## src/rtl/mul_div_unit_if.sv

```systemverilog
// Request/response bundle for the iterative RV32M multiply/divide unit.
// The requester (master) drives the operation and consumes the result;
// the unit (slave) accepts requests and presents results.
interface mul_div_unit_if #(
    parameter int WIDTH = 32
) ();
    logic             in_valid;
    logic             in_ready;
    logic [2:0]       funct3;
    logic [WIDTH-1:0] A;
    logic [WIDTH-1:0] B;
    logic             out_valid;
    logic             out_ready;
    logic [WIDTH-1:0] result;

    modport master (
        output in_valid, funct3, A, B, out_ready,
        input  in_ready, out_valid, result
    );

    modport slave (
        input  in_valid, funct3, A, B, out_ready,
        output in_ready, out_valid, result
    );
endinterface

```

## src/rtl/mul_div_unit.sv

```systemverilog
// Iterative RV32M multiply/divide unit.
// Works on operand magnitudes, one radix-2 step per cycle (shift-add for
// multiply, restoring subtract-shift for divide), then applies the sign in a
// single fix-up cycle. Divide-by-zero and signed overflow bypass the iteration.
module mul_div_unit #(
    parameter int WIDTH = 32
) (
    input logic            clk,
    input logic            rst_n,
    mul_div_unit_if.slave  bus
);
    localparam int CW = $clog2(WIDTH);

    localparam logic [2:0] OP_MUL    = 3'b000;
    localparam logic [2:0] OP_MULH   = 3'b001;
    localparam logic [2:0] OP_MULHSU = 3'b010;
    localparam logic [2:0] OP_DIV    = 3'b100;
    localparam logic [2:0] OP_REM    = 3'b110;

    localparam logic [WIDTH-1:0] MIN_NEG = {1'b1, {(WIDTH-1){1'b0}}};

    typedef enum logic [1:0] {IDLE, CALC, FIX, DONE} state_t;

    state_t           state, state_nxt;
    logic [CW-1:0]    cnt;
    logic [2:0]       op;
    logic             neg_q;    // final product / quotient is negative
    logic             neg_r;    // final remainder is negative (follows dividend)
    logic [WIDTH-1:0] hi;       // product high half / partial remainder
    logic [WIDTH-1:0] lo;       // multiplier / dividend shifting into quotient
    logic [WIDTH-1:0] dsr;      // multiplicand / divisor magnitude
    logic [WIDTH-1:0] res;

    logic             accept;
    logic             a_neg, b_neg;
    logic [WIDTH-1:0] a_mag, b_mag;
    logic             special;
    logic [WIDTH-1:0] special_res;
    logic [WIDTH-1:0] step_hi, step_lo;
    logic [WIDTH-1:0] fix_res;

    assign accept        = bus.in_valid && (state == IDLE);
    assign bus.in_ready  = (state == IDLE);
    assign bus.out_valid = (state == DONE);
    assign bus.result    = res;

    // Operand decode: signedness, magnitudes and the bypass cases.
    always_comb begin
        a_neg = (bus.funct3 inside {OP_MULH, OP_MULHSU, OP_DIV, OP_REM}) && bus.A[WIDTH-1];
        b_neg = (bus.funct3 inside {OP_MULH, OP_DIV, OP_REM}) && bus.B[WIDTH-1];
        a_mag = a_neg ? -bus.A : bus.A;
        b_mag = b_neg ? -bus.B : bus.B;
        special     = 1'b0;
        special_res = '0;
        if (bus.funct3[2] && (bus.B == '0)) begin
            special     = 1'b1;
            special_res = bus.funct3[1] ? bus.A : '1;
        end else if ((bus.funct3 == OP_DIV || bus.funct3 == OP_REM) &&
                     (bus.A == MIN_NEG) && (bus.B == '1)) begin
            special     = 1'b1;
            special_res = bus.funct3[1] ? '0 : MIN_NEG;
        end
    end

    // One iteration step and the sign fix-up of the finished magnitudes.
    always_comb begin
        logic [WIDTH:0]     mul_sum;
        logic [WIDTH:0]     div_sh;
        logic [2*WIDTH-1:0] prod;
        logic [WIDTH-1:0]   quo, rem;
        mul_sum = {1'b0, hi} + (lo[0] ? {1'b0, dsr} : '0);
        div_sh  = {hi, lo[WIDTH-1]};
        step_hi = mul_sum[WIDTH:1];
        step_lo = {mul_sum[0], lo[WIDTH-1:1]};
        if (op[2]) begin
            // Remainder stays below the divisor, so the subtraction fits WIDTH bits.
            if (div_sh >= {1'b0, dsr}) begin
                step_hi = div_sh[WIDTH-1:0] - dsr;
                step_lo = {lo[WIDTH-2:0], 1'b1};
            end else begin
                step_hi = div_sh[WIDTH-1:0];
                step_lo = {lo[WIDTH-2:0], 1'b0};
            end
        end
        prod = neg_q ? -{hi, lo} : {hi, lo};
        quo  = neg_q ? -lo : lo;
        rem  = neg_r ? -hi : hi;
        if (op[2])
            fix_res = op[1] ? rem : quo;
        else
            fix_res = (op == OP_MUL) ? prod[WIDTH-1:0] : prod[2*WIDTH-1:WIDTH];
    end

    // State register.
    always_ff @(posedge clk or negedge rst_n) begin
        if (!rst_n)
            state <= IDLE;
        else
            state <= state_nxt;
    end

    // Next-state logic.
    always_comb begin
        state_nxt = state;
        case (state)
            IDLE: if (accept) state_nxt = special ? DONE : CALC;
            CALC: if (cnt == '0) state_nxt = FIX;
            FIX:  state_nxt = DONE;
            DONE: if (bus.out_ready) state_nxt = IDLE;
            default: state_nxt = IDLE;
        endcase
    end

    // Datapath: latch operands on accept, iterate in CALC, publish the result.
    always_ff @(posedge clk or negedge rst_n) begin
        if (!rst_n) begin
            cnt   <= '0;
            op    <= '0;
            neg_q <= 1'b0;
            neg_r <= 1'b0;
            hi    <= '0;
            lo    <= '0;
            dsr   <= '0;
            res   <= '0;
        end else begin
            case (state)
                IDLE: if (accept) begin
                    op    <= bus.funct3;
                    neg_q <= a_neg ^ b_neg;
                    neg_r <= a_neg;
                    hi    <= '0;
                    lo    <= a_mag;
                    dsr   <= b_mag;
                    cnt   <= CW'(WIDTH - 1);
                    if (special) res <= special_res;
                end
                CALC: begin
                    hi  <= step_hi;
                    lo  <= step_lo;
                    cnt <= cnt - 1'b1;
                end
                FIX: res <= fix_res;
                default: ;
            endcase
        end
    end
endmodule

```

## src/flat_wrapper.sv

```systemverilog
// flat-port wrapper written by rule: the top's interface ports become plain ports
module mul_div_unit_flat 
#(
    parameter int WIDTH = 32
)
  (clk, rst_n, bus_in_valid, bus_funct3, bus_A, bus_B, bus_out_ready, bus_in_ready, bus_out_valid, bus_result);
  mul_div_unit_if #(.WIDTH(WIDTH)) bus_i ();
  input logic clk;
  input logic rst_n;
  input wire logic [$bits(bus_i.in_valid)-1:0] bus_in_valid;
  input wire logic [$bits(bus_i.funct3)-1:0] bus_funct3;
  input wire logic [$bits(bus_i.A)-1:0] bus_A;
  input wire logic [$bits(bus_i.B)-1:0] bus_B;
  input wire logic [$bits(bus_i.out_ready)-1:0] bus_out_ready;
  output wire logic [$bits(bus_i.in_ready)-1:0] bus_in_ready;
  output wire logic [$bits(bus_i.out_valid)-1:0] bus_out_valid;
  output wire logic [$bits(bus_i.result)-1:0] bus_result;
  assign bus_i.in_valid = bus_in_valid;
  assign bus_i.funct3 = bus_funct3;
  assign bus_i.A = bus_A;
  assign bus_i.B = bus_B;
  assign bus_i.out_ready = bus_out_ready;
  assign bus_in_ready = bus_i.in_ready;
  assign bus_out_valid = bus_i.out_valid;
  assign bus_result = bus_i.result;
  mul_div_unit #(.WIDTH(WIDTH)) u_core (.clk(clk), .rst_n(rst_n), .bus(bus_i));
endmodule
```

## config.mk

```make
export PLATFORM = sky130hd
export DESIGN_NAME = mul_div_unit_flat
export DESIGN_NICKNAME = d
export VERILOG_FILES = /design/src/rtl/mul_div_unit_if.sv /design/src/rtl/mul_div_unit.sv /design/src/flat_wrapper.sv
export SDC_FILE = /design/constraint.sdc
export NUM_CORES = 1
export LEC_CHECK = 0
export ABC_AREA = 1
export BUFFER_PORTS_ARGS = -buffer_cell sky130_fd_sc_hd__buf_4
export CORE_AREA = 2 2 218 220
export CTS_CLUSTER_SIZE = 16
export DETAILED_ROUTE_END_ITERATION = 12
export DIE_AREA = 0 0 220 222
export GPL_TIMING_DRIVEN = 0
export PLACE_DENSITY_LB_ADDON = 0.12
export SYNTH_ARGS = -nofsm -noshare
export SYNTH_HDL_FRONTEND = slang
export SYNTH_SLANG_ARGS = --single-unit
export TNS_END_PERCENT = 1
```

## constraint.sdc

```tcl
create_clock -name clk -period 6.65 [get_ports clk]
set_clock_uncertainty 0.15 [all_clocks]
set_input_delay 0.3325 -clock clk [delete_from_list [all_inputs] [get_ports clk]]
set_output_delay 0.3325 -clock clk [all_outputs]
set_load 0.02 [all_outputs]
```

# Word level (Yosys, flattened, before mapping)
# Index checks and enable logic that the tools add are counted.
# totals
reg_bits,140
inputBits,71
output_inout_bits,34
wordCells,84
# classes
n_addsub,8
order_cmp,1
eq_ne,13
n_mux,33
n_bitwise,1
n_reduce_logical,19
# ops
operator,count
32-bit two-way mux,19
32-bit case mux with 2 select lines,3
32-bit negation,4
"32-bit equality test, second input constant",2
64-bit two-way mux,1
64-bit negation,1
32-bit by 33-bit adder with 33-bit output,1
33-bit by 32-bit greater-or-equal comparator with 1-bit output,1
32-bit logical NOT,1
32-bit subtractor,1
5-bit case mux with 2 select lines,1
2-bit two-way mux,4
2-bit case mux with 4 select lines,1
"3-bit equality test, second input constant",2
1-bit logical AND,6
"2-bit by 1-bit inequality test with 1-bit output, second input constant",3
3-bit AND reduction,2
5-bit logical NOT,1
5-bit two-way mux,1
"5-bit by 1-bit subtractor with 5-bit output, second input constant",1
"2-bit equality test, second input constant",2
2-bit AND reduction,2
2-bit nonzero test,2
4-bit nonzero test,1
other kinds (10),12

# Longest topological paths before layout
# Gate-level depths: netlist of run 1.
# logic_depth
ltp_word,9
mapped_depth,22
depth_no_buf,20

# Worst setup path before layout of run 1
# Ideal clock, no wire load.
# synth_path
path_kind,reg-to-reg
from,register u_core.lo[0]
to,register u_core.hi[27]
setup_time_ps,116
arrival_time_ps,2528
required_time_ps,6384
slack_ps,3856
path_stages_with_launch,22
cell_sequence,dfrtp_1 buf_2 clkbuf_1 nand2_1 inv_1 ha_1 inv_1 fa_1 inv_1 nand2_1 o21ai_1 nand2_1 nand2_1 nand2_1 nand2_1 nand2_1 nand3_1 nand2_1 nor2_1 nor2_1 nand2_1 nand2_1
# synth_between
elab_chain_len,4
# synth_rtl
element,line,text
"start, declared",mul_div_unit.sv:30,logic [WIDTH-1:0] lo;
"start signal, assigned",mul_div_unit.sv:132,lo <= a_mag;
"start signal, assigned",mul_div_unit.sv:139,lo <= step_lo;
32-bit two-way mux,mul_div_unit.sv:71,"mul_sum = {1'b0, hi} + (lo[0] ? {1'b0, dsr} : '0);"
32-bit by 33-bit adder with 33-bit output,mul_div_unit.sv:71,
32-bit two-way mux,mul_div_unit.sv:75,if (op[2]) begin
32-bit case mux with 2 select lines,mul_div_unit.sv:126,case (state)
"end signal, assigned",mul_div_unit.sv:138,hi <= step_hi;
"end, declared",mul_div_unit.sv:29,logic [WIDTH-1:0] hi;
# Every way passes these cells.
# A chain may end at the register's enable or synchronous reset.

# Worst setup path after layout of run 1
# Same ends and word-level chain as after synthesis.

==> impl_results.md, run 1 <==
* FF-to-FF End: u_core.hi[27]
* PortBufs at 104
* Clock sinks at 140
* CP Max Fanout at 10
* Max-slew headroom at 25.0%
* Synth async-reset ratio at 100%
* Synthesized area at 17100 um2
* Initial core utilization at 36.9%
* Final Hold Viols at 0
* WP data arrival at 4.41 ns
* Layout Nets at 3277
* Worst reg2reg setup slack at 2.45 ns
* Hold Crit Endpoint: u_core.dsr[13]
* Die ar. at 48800 um2
* Maximum operating frequency at 0.238 GHz
* Unrepaired setup endpoints after global routing: no
* Ys flop type: dfrtp_1
* Clock root cell: clkbuf_16
* Area grow syn2layout at 12.7%
* Routed vias/inst at 5.77
* Count leader, synth: nand2_1
* Routability Congestion at 1.07
* Largest area contributor in the netlist: nand2_1
* PwrDens at 647 nW/um2
* Min Hold Slack at 0.0334 ns
* Remaining DRCs at 0
* Minimum clock period at 4.20 ns
* I/O pins at 105
* Reg2reg path depth at 21
* Yosys Warn Count at 0
* P_leak at 9.67 nW
* Critical path capture point type: flop
* # fillers at 5265
* Outcome: finished, final reports clean
* First-pass GRT wire length at 135000 um
* Register area share after synthesis at 20.5%
* Share of power burned in registers at 17.5%
* Post-DP Area at 18600 um2
* Pint at 4.43 mW
* EDFF count, synth at 0
* Setup-failing EPs final at 0
* CTS max path bufs at 2
* Detail Route Antenna Nets at 0
* Worst hold stages at 3
* Kind of critical path: flop to flop
* Vias in the first global route at 20000
* MaxCap Viol Count at 0
* Synth top area cells: nand2_1 21%, dfrtp_1 21%, nand3_1 8.0%
* CTS tree: done
* # rows at 79
* Design area at 19200 um2
* Synthesized net count at 3152
* #FFs+latches synth at 140
* Synth cell types at 55
* Max IR drop VDD at 0.281 mV
* Synth top area share at 21.0%
* Mapped Cells at 3004
* Post-DP HPWL at 76700 um
* Grt total ovfl at 0
* CTS Buf Count at 17
* Period utilization at 63.1%
* Top post-synthesis cells by count: 957 x nand2_1, 347 x nor2_1, 338 x inv_1, 274 x nand3_1, 204 x o21ai_0
* Core area at 46300 um2
* Avg Inst Size Synth at 5.68 um2
* DR vias at 21600
* Beginning of the worst hold path: bus_B[13]
* Largest net degree at the start of global routing at 82
* DRT iter0 DRCs at 2685
* Comb pwr share at 74.5%
* Hold WC Path Type: input port to flop
* Fin. max-slew vios at 0
* Clock Power Share at 8.0%
* Total iterations of the first detailed-routing run at 6
* Layout cells sized above 1 at 7.16%
* DIE WIDTH at 220 um
* H-tree Lvls at 4
* Die Height at 222 um
* Setup TNS at 0 ns
* Clock latency on the worst-skew pair at 0.48 ns
* Startpoint types: flop
* Routed wire length per instance at 24.7 um
* Net Sw Frac at 64.4%
* Initial antenna violation count at 3
* Clk slew on worst S/H paths at 0.08 ns
* GRT Util Overall at 37.8%
* R2R Path Start: u_core.lo[0]
* Setup bufs post-CTS at 0
* Total net switching power at 8.02 mW
* Routed Wire Length at 92400 um
* Tightest Pin Transition at 1.13 ns
* Critical Path RT at 6.86 ns
==> kinds of logic after synthesis <==
kind of cell | Yosys count | share of synthesized area, %
DFF | 140 | 20.5
and+or+nand+nor | 1742 | 43.0
xor gates and xnor gates | 68 | 3.49
AOI/OAI and AO/OA | 522 | 16.7
buffers and inverters | 455 | 10.5
adders and majority gates | 77 | 5.73
==> worst max-delay path, stage by stage (launching register included) <==
cell and delay (ns):
dfrtp_1 0.32, buf_2 0.20, clkbuf_1 0.58, nand2_1 0.11
inv_1 0.09, ha_1 0.24, inv_1 0.08, fa_1 0.40
inv_1 0.12, nand2_1 0.09, o21ai_1 0.42, nand2_1 0.09
nand2_1 0.23, nand2_1 0.11, nand2_1 0.12, nand2_1 0.14
nand3_1 0.11, nand2_1 0.05, nor2_1 0.22, nor2_1 0.07
nand2_1 0.08, nand2_1 0.05
==> routing by layer <==
| layer | GRT usage, % | wire, um | up-vias |
|---|---|---|---|
| met5 | 0 | 10 | - |
| met4 | 13.4 | 3410 | 2 |
| met3 | 8.55 | 9640 | 171 |
| met2 | 53.2 | 37300 | 1129 |
| met1 | 55.8 | 42100 | 10200 |
| li1 | - | - | 10100 |
==> power by group through the flow <==
stage	clock network, mW	logic [mW]	registers, mW
2_1_floorplan	0	5.68	1.73
3_3_place_gp	0	8.90	2.13
3_5_place_dp	0	8.92	2.13
4_1_cts	1.00	8.97	2.12
5_1_grt	1.04	10.0	2.17
6_report	0.993	9.28	2.18
==> layout make-up <==
type | count | area [um2] | area share, %
Antenna cell | 1 | 2.50 | 0.0130
Inverter | 351 | 1320 | 6.88
Clock buffer | 18 | 429 | 2.23
Timing Repair Buffer | 106 | 822 | 4.27
Sequential cell | 140 | 3500 | 18.2
Tap cell | 607 | 759 | 3.95
Multi-Input combinational cell | 2409 | 11800 | 61.2
Clock inverter | 14 | 155 | 0.807
Buffer | 104 | 463 | 2.41
==> timing repair <==
item                      4_1_cts  5_1_grt
hold buffers                    1        0
gates resized for setup         0        0
hold endpoints to repair       59        0
==> per-stage QoR <==
| stage | power, mW | cells | worst slack (ns) | utilization (%) |
|---|---|---|---|---|
| finish | 12.5 | 3750 | 2.45 | 41.6 |
| CTS | 12.1 | 3749 | 2.52 | 41.6 |
| global placement | 11.0 | 3715 | 2.58 | 40.2 |
| floorplan | 7.41 | 3004 | 3.86 | - |
| global route | 13.2 | 3749 | 2.28 | 41.6 |
| detailed placement | 11.1 | 3716 | 2.55 | 40.3 |
==> flip-flops by register name, summed over array words and instances, names as in the netlist <==
name,cells
u_core.bus.result,32
u_core.dsr,32
u_core.hi,32
u_core.lo,32
u_core.cnt,5
u_core.op,3
u_core.state,2
u_core.neg_q,1
u_core.neg_r,1
==> layout by cell type, fill, tap and decap left out, types with 15 or more instances in the layout <==
| cell | n |
|---|---|
| nand4_1 | 64 |
| a22oi_1 | 15 |
| a31oi_1 | 31 |
| nor3_1 | 41 |
| buf_1 | 16 |
| o21ai_0 | 204 |
| xnor2_1 | 15 |
| buf_4 | 107 |
| xor2_1 | 53 |
| inv_1 | 338 |
| a21oi_1 | 192 |
| nand2_1 | 957 |
| buf_2 | 22 |
| nor2_1 | 347 |
| clkbuf_16 | 17 |
| dfrtp_1 | 140 |
| nand3b_1 | 15 |
| nand3_1 | 274 |
| ha_1 | 75 |
| o21ai_1 | 27 |
| clkbuf_1 | 59 |
==> how the worst max path moves through the flow <==
| stage | from | to | slack, ns | cells past startpoint |
|---|---|---|---|---|
| after floorplan | u_core.lo[0] | u_core.hi[27] | 3.86 | 21 |
| after global placement | u_core.lo[0] | u_core.hi[27] | 2.58 | 21 |
| after detailed placement | u_core.lo[0] | u_core.hi[27] | 2.55 | 21 |
| after CTS | u_core.lo[0] | u_core.hi[27] | 2.52 | 21 |
| after global routing | u_core.lo[0] | u_core.hi[27] | 2.28 | 21 |
| final | u_core.lo[0] | u_core.hi[27] | 2.45 | 21 |
No activity file was read; power rests on OpenSTA's default activity.
==> inputs of run 2 (changes only) <==
Clock period 6.65 ns to 4.3 ns, I/O delays scaled along.
==> impl_results.md, run 2 (same netlist as run 1, synthesis figures left out) <==
* I/O pins at 105 (unchanged)
* CTS Buf Count at 17 (unchanged)
* Routed wire length per instance at 24.4 um (-0.92%)
* Total net switching power at 12.4 mW (+55%)
* Critical Path Most Common Cell: nand2_1
* Setup-failing EPs final at 0 (unchanged)
* PwrDens at 980 nW/um2 (+51%)
* Met3 Routed Length at 9830 um (+1.9%)
* Routed vias/inst at 5.71 (-0.89%)
* Clock latency on the worst-skew pair at 0.48 ns (about the same)
* Clock Power Share at 7.9% (about the same)
* PortBufs at 104 (unchanged)
* Routed Wire Length at 92700 um (+0.24%)
* Die Height at 222 um (unchanged)
* Max IR drop VDD at 0.432 mV (+54%)
* Core area at 46300 um2 (unchanged)
* Fin. max-slew vios at 0 (unchanged)
* Critical Path RT at 4.51 ns (-2.35 ns)
* Layout cells sized above 1 at 7.06% (-0.099 points)
* Comb pwr share at 74.5% (about the same)
* DRT iter0 DRCs at 2721 (+1.3%)
* Die ar. at 48800 um2 (unchanged)
* Worst path depth at 20 (-4.8%)
* Clock root cell: clkbuf_16
* Critical path capture point type: flop
* Vias in the first global route at 20200 (+0.59%)
* Detail Route Antenna Nets at 0 (unchanged)
* Pint at 6.88 mW (+55%)
* Layout Nets at 3321 (+1.3%)
* Reg2reg path depth at 20 (-4.8%)
* # resized after CTS at 0 (unchanged)
* MaxCap Viol Count at 0 (unchanged)
* Share of power burned in registers at 17.5% (about the same)
* Area grow syn2layout at 15.3%
* Post-Route M1 WL at 41900 um (-0.49%)
* Tightest Pin Transition at 1.12 ns (-0.00548 ns)
* Outcome: finished, final reports clean
* Kind of critical path: flop to flop
* Minimum clock period at 3.80 ns (-0.397 ns)
* Commonest non-fill, non-tap cells in the layout: 957 x nand2_1, 347 x nor2_1, 338 x inv_1
* Critical-path top delay cell: o21ai_1
* First-pass GRT wire length at 135000 um (+0.30%)
* Worst hold stages at 3 (unchanged)
* Hold WC Path Type: input port to flop
* Total iterations of the first detailed-routing run at 6 (unchanged)
* Top sig layer: met5
* Remaining DRCs at 0 (unchanged)
* Routed met2 length at 37500 um (+0.63%)
* Max-slew headroom at 25.3% (+0.37 points)
* Routability Congestion at 1.07 (unchanged)
* Critical Path, Cell by Cell: buf_2 -> nand2_1 -> inv_1 -> ha_1 -> inv_1 -> fa_1 -> inv_1 -> nand2_1 -> o21ai_1 -> nand2_1 -> nand2_1 -> nand2_1 -> nand2_1 -> nand2_1 -> nand3_1 -> nand2_1 -> nor2_1 -> nor2_1 -> nand2_1 -> nand2_1
* Buf/Inv on CP at 4 (-1)
* Setup TNS at 0 ns (unchanged)
* Unrepaired setup endpoints after global routing: no
* DIE WIDTH at 220 um (unchanged)
* DR vias at 21700 (+0.28%)
* # fillers at 5223 (-0.80%)
* Post-DP HPWL at 76700 um (unchanged)
* Leading cell type in the layout, fill and taps excluded: nand2_1
* GRT Util Overall at 37.9% (+0.078 points)
* Setup bufs post-CTS at 0 (unchanged)
* WP data arrival at 4.01 ns (-0.40 ns)
* Initial antenna violation count at 3 (unchanged)
* Largest net degree at the start of global routing at 82 (unchanged)
* CTS tree: done
* Clk slew on worst S/H paths at 0.07 ns (about the same)
* P_leak at 9.85 nW (+1.9%)
* # rows at 79 (unchanged)
* CP Max Fanout at 16 (+6)
* Grt total ovfl at 0 (unchanged)
* Net Sw Frac at 64.4% (about the same)
* Critical Path Max Stage Delay at 0.41 ns (-0.17 ns)
* Final Hold Viols at 0 (unchanged)
* Clock sinks at 140 (unchanged)
* CTS max path bufs at 2 (unchanged)
* Initial core utilization at 36.9% (unchanged)
* Startpoint types: flop
* Finished Core Util at 42.5% (+0.97 points)
* Period utilization at 88.4% (+25 points)
* Maximum operating frequency at 0.263 GHz (+10%)
* H-tree Lvls at 4 (unchanged)
* Largest delay share family, worst path: simple AND/OR/NAND/NOR gates
run 2: metal layers:
layer  up-vias  global-route usage [%]
met5         -                       0
met4         2                    13.4
met3       160                    8.49
met2      1137                    53.5
met1     10200                    55.8
li1      10200                       -
run 2: cell type report:
| type | count | area [um2] | share of cell area [%] |
|---|---|---|---|
| Timing Repair Buffer | 151 | 1270 | 6.46 |
| Antenna cell | 1 | 2.50 | 0.0127 |
| Sequential cell | 140 | 3500 | 17.8 |
| Tap cell | 607 | 759 | 3.86 |
| Buffer | 103 | 459 | 2.33 |
| Multi-Input combinational cell | 2409 | 11800 | 59.8 |
| Clock buffer | 18 | 429 | 2.18 |
| Clock inverter | 14 | 155 | 0.788 |
| Inverter | 351 | 1320 | 6.72 |
run 2: worst paths after layout:
path | startpoint | to | slack, ns
max reg2reg | u_core.lo[0] | u_core.hi[27] | 0.50
max in group asynchronous | rst_n | u_core.bus.result[10] | 3.00
min reg2reg | u_core.bus.result[31] | u_core.bus.result[31] | 0.34
max | u_core.lo[0] | u_core.hi[27] | 0.50
min in group asynchronous | rst_n | u_core.hi[29] | 0.11
min | bus_B[9] | u_core.dsr[9] | 0.007
run 2: worst register-to-register path: cells and delay by family (launching register included):
family,cells,cell delay (ns)
fa+ha+maj,2,0.63
compound gates,1,0.41
buf+inv,4,0.66
simple gates,13,1.51
flops,1,0.32
run 2: power by group through the flow:
stage	Sequential, mW	Clock, mW	Combinational, mW
after floorplan	2.67	0	8.78
after global routing	3.36	1.60	15.5
final	3.38	1.53	14.4
after detailed placement	3.29	0	13.8
after CTS	3.27	1.55	13.9
after global placement	3.29	0	13.8
run 2: timing repair:
action	CTS	global route
endpoints found under the hold margin	110	0
setup endpoints to repair	0	2
hold buffers	46	0
run 2: stage by stage:
step,setup slack (ns),power [mW],hold WS (ns),cell area [um2],instances
floorplan,1.51,11.5,-0.231,17100,3004
global placement,0.226,17.1,0.322,18600,3715
detailed placement,0.201,17.1,0.0861,18600,3716
CTS,0.170,18.7,0.00214,19700,3794
global route,0.353,20.5,0.0126,19700,3793
finish,0.498,19.3,0.00734,19700,3794
==> inputs of run 3 (changes only) <==
Settings changed: REMOVE_ABC_BUFFERS set to 1.
==> impl_results.md, run 3 (same netlist as run 1, synthesis figures left out) <==
* Outcome: finished, final reports clean
* Hold WC Path Type: input port to flop
* Post-DP Area at 18300 um2 (-1.7%)
* PwrDens at 919 nW/um2 (-6.2%)
* # rows at 79 (unchanged)
* Initial antenna violation count at 0 (-3)
* Startpoint types: flop
* Critical Path Max Stage Delay at 0.83 ns (+0.42 ns)
* Critical-path top delay cell: dfrtp_2
* Fin. max-slew vios at 0 (unchanged)
* Largest delay share family, worst path: simple AND/OR/NAND/NOR gates
* Kind of critical path: flop to flop
* Worst reg2reg setup slack at 0.23 ns (-0.27 ns)
* Tightest Pin Transition at 1.44 ns (+0.322 ns)
* DIE WIDTH at 220 um (unchanged)
* Post-Place Worst Slack at -0.339 ns (-0.540 ns)
* Critical Path, Cell by Cell: nand2_1 -> inv_1 -> ha_1 -> inv_1 -> fa_1 -> inv_1 -> nand2_1 -> o21ai_2 -> nand2_1 -> nand2_1 -> nand2_1 -> nand2_1 -> nand2_1 -> nand3_1 -> nand2_1 -> nor2_1 -> nor2_1 -> nand2_1 -> nand2_1
* GRT Util Overall at 32.1% (-5.8 points)
* Core area at 46300 um2 (unchanged)
* MaxCap Viol Count at 0 (unchanged)
* I/O pins at 105 (unchanged)
* CTS tree: done
* Overall power consumption at 17.9 mW (-7.0%)
* Routability Congestion at 0.995 (-7.0%)
* CP Max Fanout at 34 (+18)
* Grt total ovfl at 0 (unchanged)
* Largest net degree at the start of global routing at 88 (+7.3%)
* P_leak at 9.74 nW (-1.2%)
* DR vias at 20700 (-4.7%)
* Die Height at 222 um (unchanged)
* Layout cells sized above 1 at 6.77% (-0.29 points)
* Die ar. at 48800 um2 (unchanged)
* Ant diodes at 0 (-1)
* Clock latency on the worst-skew pair at 0.50 ns (+0.02 ns)
* Buf/Inv on CP at 3 (-1)
* Detail Route Antenna Nets at 0 (unchanged)
* Min Hold Slack at 0.0306 ns (+0.0232 ns)
* Minimum clock period at 4.07 ns (+0.269 ns)
* Maximum operating frequency at 0.246 GHz (-6.6%)
* Initial core utilization at 36.9% (unchanged)
* Setup TNS at 0 ns (unchanged)
* Area grow syn2layout at 14.4%
* CTS Buf Count at 17 (unchanged)
* DRT iter0 DRCs at 2318 (-15%)
* H-tree Lvls at 4 (unchanged)
* Pint at 6.86 mW (-0.18%)
* Comb pwr share at 71.8% (-2.7 points)
* Clk slew on worst S/H paths at 0.07 ns (about the same)
* Max-slew headroom at 3.83% (-21 points)
* Total iterations of the first detailed-routing run at 9 (+3)
* Unrepaired setup endpoints after global routing: no
* Commonest non-fill, non-tap cells in the layout: 956 x nand2_1, 346 x nor2_1, 338 x inv_1
* WP data arrival at 4.31 ns (+0.30 ns)
* Finished Core Util at 42.2% (-0.35 points)
* Design area at 19500 um2 (-0.81%)
* Critical Path RT at 4.54 ns (+0.03 ns)
* Clock Power Share at 8.8% (+0.9 points)
* Vias in the first global route at 19200 (-4.8%)
* Critical path capture point type: flop
* Routed vias/inst at 5.58 (-2.4%)
* Share of power burned in registers at 19.3% (+1.8 points)
* Setup slack after layout at 0.229 ns (-0.269 ns)
* Final Hold Viols at 0 (unchanged)
* Net Sw Frac at 61.8% (-2.6 points)
* Leading cell type in the layout, fill and taps excluded: nand2_1
* Routed Wire Length at 78000 um (-16%)
* Total net switching power at 11.1 mW (-11%)
* Clock sinks at 140 (unchanged)
* Post-DP HPWL at 60800 um (-21%)
* Clock root cell: clkbuf_16
* Max IR drop VDD at 0.433 mV (+0.22%)
* Routed wire length per instance at 21.0 um (-14%)
* PortBufs at 104 (unchanged)
* Critical Path Most Common Cell: nand2_1
* Period utilization at 94.7% (+6.3 points)
* Setup-failing EPs final at 0 (unchanged)
* First-pass GRT wire length at 117000 um (-13%)
* Layout Nets at 3235 (-2.6%)
* Fin cells at 3707 (-2.3%)
* Placed instance count at 3617 (-2.7%)
* CTS max path bufs at 2 (unchanged)
* Remaining DRCs at 0 (unchanged)
## run 3: area by class of cell
class	instances	area, um2
Fill cell	5088	26700
Tap cell	607	759
Clock inverter	14	168
Sequential cell	140	3510
Inverter	351	1330
Multi-Input combinational cell	2409	11800
Timing Repair Buffer	168	1520
Clock buffer	18	429
## run 3: power groups by stage
stage          registers, mW  logic, mW  clock network, mW
6_report                3.47       12.9               1.59
5_1_grt                 3.49       14.3               1.66
4_1_cts                 3.38       12.6               1.61
3_5_place_dp            3.40       12.5                  0
3_3_place_gp            3.54       12.2                  0
2_1_floorplan           2.91       8.23                  0
## run 3: repair_timing
| action | CTS | global route |
|---|---|---|
| endpoints found under the setup margin | 27 | 9 |
| hold endpoints to repair | 130 | 0 |
| resized for setup | 2 | 2 |
| hold buffers | 57 | 0 |
| buffers inserted | 0 | 0 |
| pin swaps | 0 | 0 |
## run 3: final timing paths
kind	startpoint	to	cells past startpoint
setup / recovery	u_core.lo[0]	u_core.hi[27]	19
hold / removal	bus_A[1]	u_core.lo[1]	5
setup reg to reg	u_core.lo[0]	u_core.hi[27]	19
hold reg to reg	u_core.bus.result[2]	u_core.bus.result[2]	2
max in group asynchronous	rst_n	u_core.lo[0]	3
min in group asynchronous	rst_n	u_core.hi[15]	2
## run 3: routing by layer
layer / up-vias / GRT usage (%) / routed length [um]
met5: - / 0 / 0
met4: 0 / 9.18 / 1940
met1: 9644 / 47.9 / 36600
met3: 110 / 6.16 / 7380
li1: 9972 / - / -
met2: 946 / 46.3 / 32100
## run 3: tightest hold or removal path, stage by stage
cell	delay (ns)
buf_4	0.08
inv_1	0.07
a21oi_1	0.13
o21ai_0	0.08
o21ai_0	0.07
